<file path="src/rtl/axis_trigger_sequencer.sv">
// Triggered AXI-Stream capture sequencer: forwards pre-trigger, delay and post-trigger
// windows of the input stream, closing the post window with tlast.
module axis_trigger_sequencer #(
    parameter int AXIS_TDATA_WIDTH = 32,
    parameter int CNTR_WIDTH       = 32
) (
    input  logic                        aclk,
    input  logic                        aresetn,
    input  logic                        arm_i,
    input  logic                        abort_i,
    input  logic                        soft_trig_i,
    input  logic                        ext_trig_i,
    input  logic [CNTR_WIDTH-1:0]       cfg_pre_i,
    input  logic [CNTR_WIDTH-1:0]       cfg_delay_i,
    input  logic [CNTR_WIDTH-1:0]       cfg_post_i,
    input  logic [AXIS_TDATA_WIDTH-1:0] s_axis_tdata_i,
    input  logic                        s_axis_tvalid_i,
    output logic                        s_axis_tready_o,
    output logic [AXIS_TDATA_WIDTH-1:0] m_axis_tdata_o,
    output logic                        m_axis_tvalid_o,
    output logic                        m_axis_tlast_o,
    input  logic                        m_axis_tready_i,
    output logic                        trigger_o,
    output logic [2:0]                  sts_state_o,
    output logic [CNTR_WIDTH-1:0]       sts_trig_pos_o
);

    typedef enum logic [2:0] {
        IDLE  = 3'd0,
        PRE   = 3'd1,
        ARMED = 3'd2,
        DELAY = 3'd3,
        POST  = 3'd4,
        DONE  = 3'd5
    } state_t;

    localparam logic [CNTR_WIDTH-1:0] ONE = {{(CNTR_WIDTH-1){1'b0}}, 1'b1};

    state_t                  state_q;
    logic [CNTR_WIDTH-1:0]   cnt_q;
    logic [CNTR_WIDTH-1:0]   pre_q;
    logic [CNTR_WIDTH-1:0]   delay_q;
    logic [CNTR_WIDTH-1:0]   post_q;
    logic [CNTR_WIDTH-1:0]   trigPos_q;
    logic                    trigger_q;
    logic [2:0]              extSync_q;

    logic                    passThru;
    logic                    xfer;
    logic                    trigEvent;
    logic                    lastBeat;
    logic [CNTR_WIDTH-1:0]   cntInc_d;

    // Outputs are gated by aresetn so the stream is idle while reset is held.
    assign passThru = aresetn && (state_q == PRE || state_q == ARMED ||
                                  state_q == DELAY || state_q == POST);

    assign s_axis_tready_o = passThru ? m_axis_tready_i : 1'b1;
    assign m_axis_tvalid_o = passThru & s_axis_tvalid_i;
    assign m_axis_tdata_o  = s_axis_tdata_i;
    assign xfer            = s_axis_tvalid_i & s_axis_tready_o;

    assign lastBeat       = (state_q == POST) && (post_q != '0) && (cnt_q == post_q - ONE);
    assign m_axis_tlast_o = m_axis_tvalid_o & lastBeat;

    assign trigEvent = (extSync_q[1] & ~extSync_q[2]) | soft_trig_i;
    assign cntInc_d  = (xfer && cnt_q != '1) ? cnt_q + ONE : cnt_q;

    assign trigger_o      = trigger_q;
    assign sts_state_o    = state_q;
    assign sts_trig_pos_o = trigPos_q;

    always_ff @(posedge aclk) begin
        if (!aresetn) begin
            state_q   <= IDLE;
            cnt_q     <= '0;
            pre_q     <= '0;
            delay_q   <= '0;
            post_q    <= '0;
            trigPos_q <= '0;
            trigger_q <= 1'b0;
            extSync_q <= '0;
        end else begin
            extSync_q <= {extSync_q[1:0], ext_trig_i};
            trigger_q <= 1'b0;
            if (abort_i) begin
                state_q <= IDLE;
                cnt_q   <= '0;
            end else begin
                case (state_q)
                    IDLE, DONE: begin
                        if (arm_i) begin
                            pre_q   <= cfg_pre_i;
                            delay_q <= cfg_delay_i;
                            post_q  <= cfg_post_i;
                            cnt_q   <= '0;
                            state_q <= PRE;
                        end
                    end
                    PRE: begin
                        cnt_q <= cntInc_d;
                        if (cntInc_d >= pre_q) state_q <= ARMED;
                    end
                    // The counter keeps running from PRE so it holds the total since arm.
                    ARMED: begin
                        cnt_q <= cntInc_d;
                        if (trigEvent) begin
                            trigPos_q <= cntInc_d;
                            cnt_q     <= '0;
                            state_q   <= DELAY;
                        end
                    end
                    DELAY: begin
                        if (delay_q == '0 || cnt_q == delay_q - ONE) begin
                            cnt_q     <= '0;
                            trigger_q <= 1'b1;
                            state_q   <= POST;
                        end else begin
                            cnt_q <= cnt_q + ONE;
                        end
                    end
                    POST: begin
                        if (post_q == '0) begin
                            state_q <= DONE;
                        end else if (xfer) begin
                            cnt_q <= cnt_q + ONE;
                            if (lastBeat) state_q <= DONE;
                        end
                    end
                    default: state_q <= IDLE;
                endcase
            end
        end
    end

endmodule

</file>
<file path="config.mk">
export PLATFORM = sky130hd
export DESIGN_NAME = axis_trigger_sequencer
export DESIGN_NICKNAME = d
export VERILOG_FILES = /design/src/rtl/axis_trigger_sequencer.sv
export SDC_FILE = /design/constraint.sdc
export NUM_CORES = 1
export LEC_CHECK = 0
export CAP_MARGIN = 15
export CELL_PAD_IN_SITES_DETAIL_PLACEMENT = 2
export CELL_PAD_IN_SITES_GLOBAL_PLACEMENT = 2
export CORE_MARGIN = 2
export CORE_UTILIZATION = 33
export DETAILED_ROUTE_END_ITERATION = 8
export GPL_ROUTABILITY_DRIVEN = 0
export PLACE_DENSITY = 0.95
export SYNTH_ARGS = -nofsm -noshare
export SYNTH_HDL_FRONTEND = slang
export SYNTH_SLANG_ARGS = --single-unit
</file>
<file path="constraint.sdc">
create_clock -name aclk -period 7.98 [get_ports aclk]
set_input_delay 1.596 -clock aclk [delete_from_list [all_inputs] [get_ports aclk]]
set_output_delay 1.596 -clock aclk [all_outputs]
set_load 0.005 [all_outputs]
</file>
==> results.cfg <==
[critical_path]
crit_start = aresetn
reg2reg_to = sts_state_o[2]$_SDFFE_PP0P_
max_stage_delay_ps = 750
worstSetupEndpoint = sts_state_o[2]$_SDFFE_PP0P_
crit_required_ps = 8350
crit_slowest_cell = a2111oi_0
crit_path_start_kind = input port
cp_max_fo = 15
cpLargestDelayFamily = compound AO/OA/AOI/OAI gates
path_cells = clkdlybuf4s50_1, nand4b_1, and2_1, o31a_1, buf_4, nand3_1, xnor2_1, ha_1, a21o_1, a211o_1, a211oi_1, o211ai_1, a2111oi_0, buf_4, nor4_1, nand4_1, nand2_1, a211oi_1
criticalPathCategory = input port to flip-flop
cp.depth = 18
r2r_cells = 19
end_kind = flip-flop
reg2reg_from = cnt_q[1]$_SDFFE_PP0P_
reg2reg_slack_ps = 1600
cp_data_arrival_time_ps = 6980
crit_buf_inv = 3

[die]
initial_utilization_pct = 33.7
ios = 207
num_rows = 66
core_um2 = 32800
die_x_um = 187
die_h_um = 187
die-area_um2 = 34900

[clocking]
post_cts_resized = 0
cts_buffers = 17
numClockSinks = 167
htreeDepth = 4
post-cts-setup-buffers = 0
cts_root_buffer = clkbuf_16
path_clk_slew_ps = 70
cts_tree = built
hold_buffers = 0
clockBufferDepth = 2
clkLatencyLatePin_ps = 460

[synthesis]
yosys_warnings = 0
synth-seq-area-share_pct = 30.3
synthCells = 1476
avgSynthCellArea_um2 = 7.48
synthesis.nets = 1648
synthFlopType = dfxtp_1
synth_edf_count = 0
synth_seq_cells = 167
syn_area_um2 = 11000
synthArstFlopShare_pct = 0
yosysUniqueCellTypes = 79

[timing]
maxSlewViolCount = 0
fmax_ghz = 0.151
tightest_slew_ps = 1250
post-route-period-util_pct = 82.8
rsz0062_at_grt = no
fin_crit_ps = 6610
setup_viol = 0
hold_viol_final = 0
setup_tns_ps = 0
relSlewSlack_pct = 16.6
skew_ps = 15.9

[global_routing]
grtUsageTotal_pct = 27.2
overflow = 0
grt_pass1_vias = 12800
grt_start_max_net_pins = 97
grt_pass1_wl_um = 74800
antenna_found_initial = 0

[final_layout]
fillCellCount = 3756
drive_gt1_share_pct = 5.42
area_growth_pct = 18.4
diodes = 0
nets = 1675
instances_no_fill = 1956
fin_area_um2 = 13100

[outcome]
status = finished, final reports clean

[detailed_routing]
wl_per_cell_um = 24.5
post-route-drc-count = 0
vias = 11600
first_pass_iters = 5
via_per_inst = 5.93
ant_nets = 0
wirelength_um = 48000
drt-initial-drc-count = 845

[placed_design]
dp_cells = 1925
dp_hpwl_um = 34100
placed_cell_area_um2 = 12400
port_buffers = 142

[min_path]
hold_class = flip-flop to flip-flop

[power]
p_leak_uw = 0.00475
total_power_uw = 2280
ir_drop_mv = 0.158
powerDensity_nw_per_um2 = 175

[job]
maxCapViolations = 0
## power breakdown
| group | switching (µW) | internal (µW) |
|---|---|---|
| combinational | 277 | 187 |
| clock | 380 | 538 |
| sequential | 43.2 | 860 |
| total | 700 | 1580 |
## sequential cells by signal, summed over array words and instances (netlist names)
name            flops
sts_trig_pos_o     32
pre_q              32
cnt_q              32
sts_state_o         3
delay_q            32
post_q             32
trigger_o           1
extSync_q           3
## routing by layer
layer | track usage [%] | vias up | wire length [µm]
met4 | 14.0 | 0 | 2240
met5 | 0 | - | 0
met3 | 5.46 | 158 | 3010
met1 | 32.6 | 5755 | 19800
li1 | - | 5175 | -
met2 | 46.0 | 504 | 22900
## worst min path at each step
| stage | slack (ps) | to | depth (start not counted) | from |
|---|---|---|---|---|
| 2_1_floorplan | 410 | extSync_q[1]$_SDFF_PN0_ | 1 | extSync_q[0]$_SDFF_PN0_ |
| 4_1_cts | 470 | pre_q[14]$_SDFFE_PN0P_ | 2 | pre_q[14]$_SDFFE_PN0P_ |
| 3_3_place_gp | 430 | extSync_q[1]$_SDFF_PN0_ | 1 | extSync_q[0]$_SDFF_PN0_ |
| 5_1_grt | 470 | extSync_q[1]$_SDFF_PN0_ | 1 | extSync_q[0]$_SDFF_PN0_ |
| 6_report | 460 | extSync_q[1]$_SDFF_PN0_ | 1 | extSync_q[0]$_SDFF_PN0_ |
| 3_5_place_dp | 460 | extSync_q[1]$_SDFF_PN0_ | 1 | extSync_q[0]$_SDFF_PN0_ |
## placed cells by master (no fill, tap or decap), drive strengths merged, types with 7 or more instances in the layout
cell           synthesis  routed
a211oi                19      19
a21o                   7       7
a21oi                120     120
a31oi                 12      12
a32oi                 10      10
and2                  16      16
and3                  25      25
buf                   49       9
clkbuf                94      19
clkdlybuf4s50          0     142
dfxtp                167     167
ha                    36      36
inv                   52      52
mux2i                 33      33
nand2                289     289
nand2b                13      13
nand3                 35      35
nand4                 25      25
nor2                  98      98
nor2b                 14      14
nor3                  42      42
nor4                  25      25
nor4b                  7       7
o211ai                 8       8
o21ai                 32      32
o221ai                14      14
o31ai                 14      14
or3                   19      19
or4                   19      19
xnor2                 62      62
xor2                  42      42
## synth_stat cells, types with 22 or more instances
cell type | number | area (µm²)
buf_4 | 33 | 248
nand4_1 | 24 | 150
nor2_1 | 97 | 364
nor4_1 | 22 | 138
and3_1 | 25 | 156
dfxtp_1 | 167 | 3340
inv_1 | 52 | 195
nand3_1 | 35 | 175
a21oi_1 | 120 | 601
nand2_1 | 289 | 1080
mux2i_1 | 33 | 330
ha_1 | 36 | 450
clkbuf_1 | 94 | 353
xor2_1 | 42 | 368
nor3_1 | 42 | 210
o21ai_0 | 22 | 110
xnor2_1 | 62 | 543
## kinds of logic (layout without fill, tap and decap cells)
kind of cell | after synthesis | after routing | synth area share (%)
compound gates | 284 | 284 | 17.3
xor+xnor | 104 | 104 | 8.25
fa+ha+maj | 36 | 36 | 4.08
simple gates | 653 | 653 | 28.8
buf+inv | 195 | 233 | 7.91
flops | 167 | 167 | 30.3
mux | 37 | 37 | 3.40
## cell type report
cell class | count | area [µm²] | area share (%)
clock buffers | 19 | 453 | 3.46
clock inverters | 11 | 173 | 1.32
inverters | 52 | 196 | 1.50
multi-input cells | 1114 | 6850 | 52.4
flip-flops and latches | 167 | 3340 | 25.6
well taps | 442 | 553 | 4.23
repair buffers | 151 | 1510 | 11.5
## stage by stage
step                utilization [%]  setup slack (ps)  hold WS, ps
detailed placement             37.9              1150          456
global route                   39.9              1150          468
finish                         39.9              1370          460
CTS                            39.8              1440          466
floorplan                         -              3050          412
global placement               37.9              1690          429
Power figures use the tool's default switching activity.
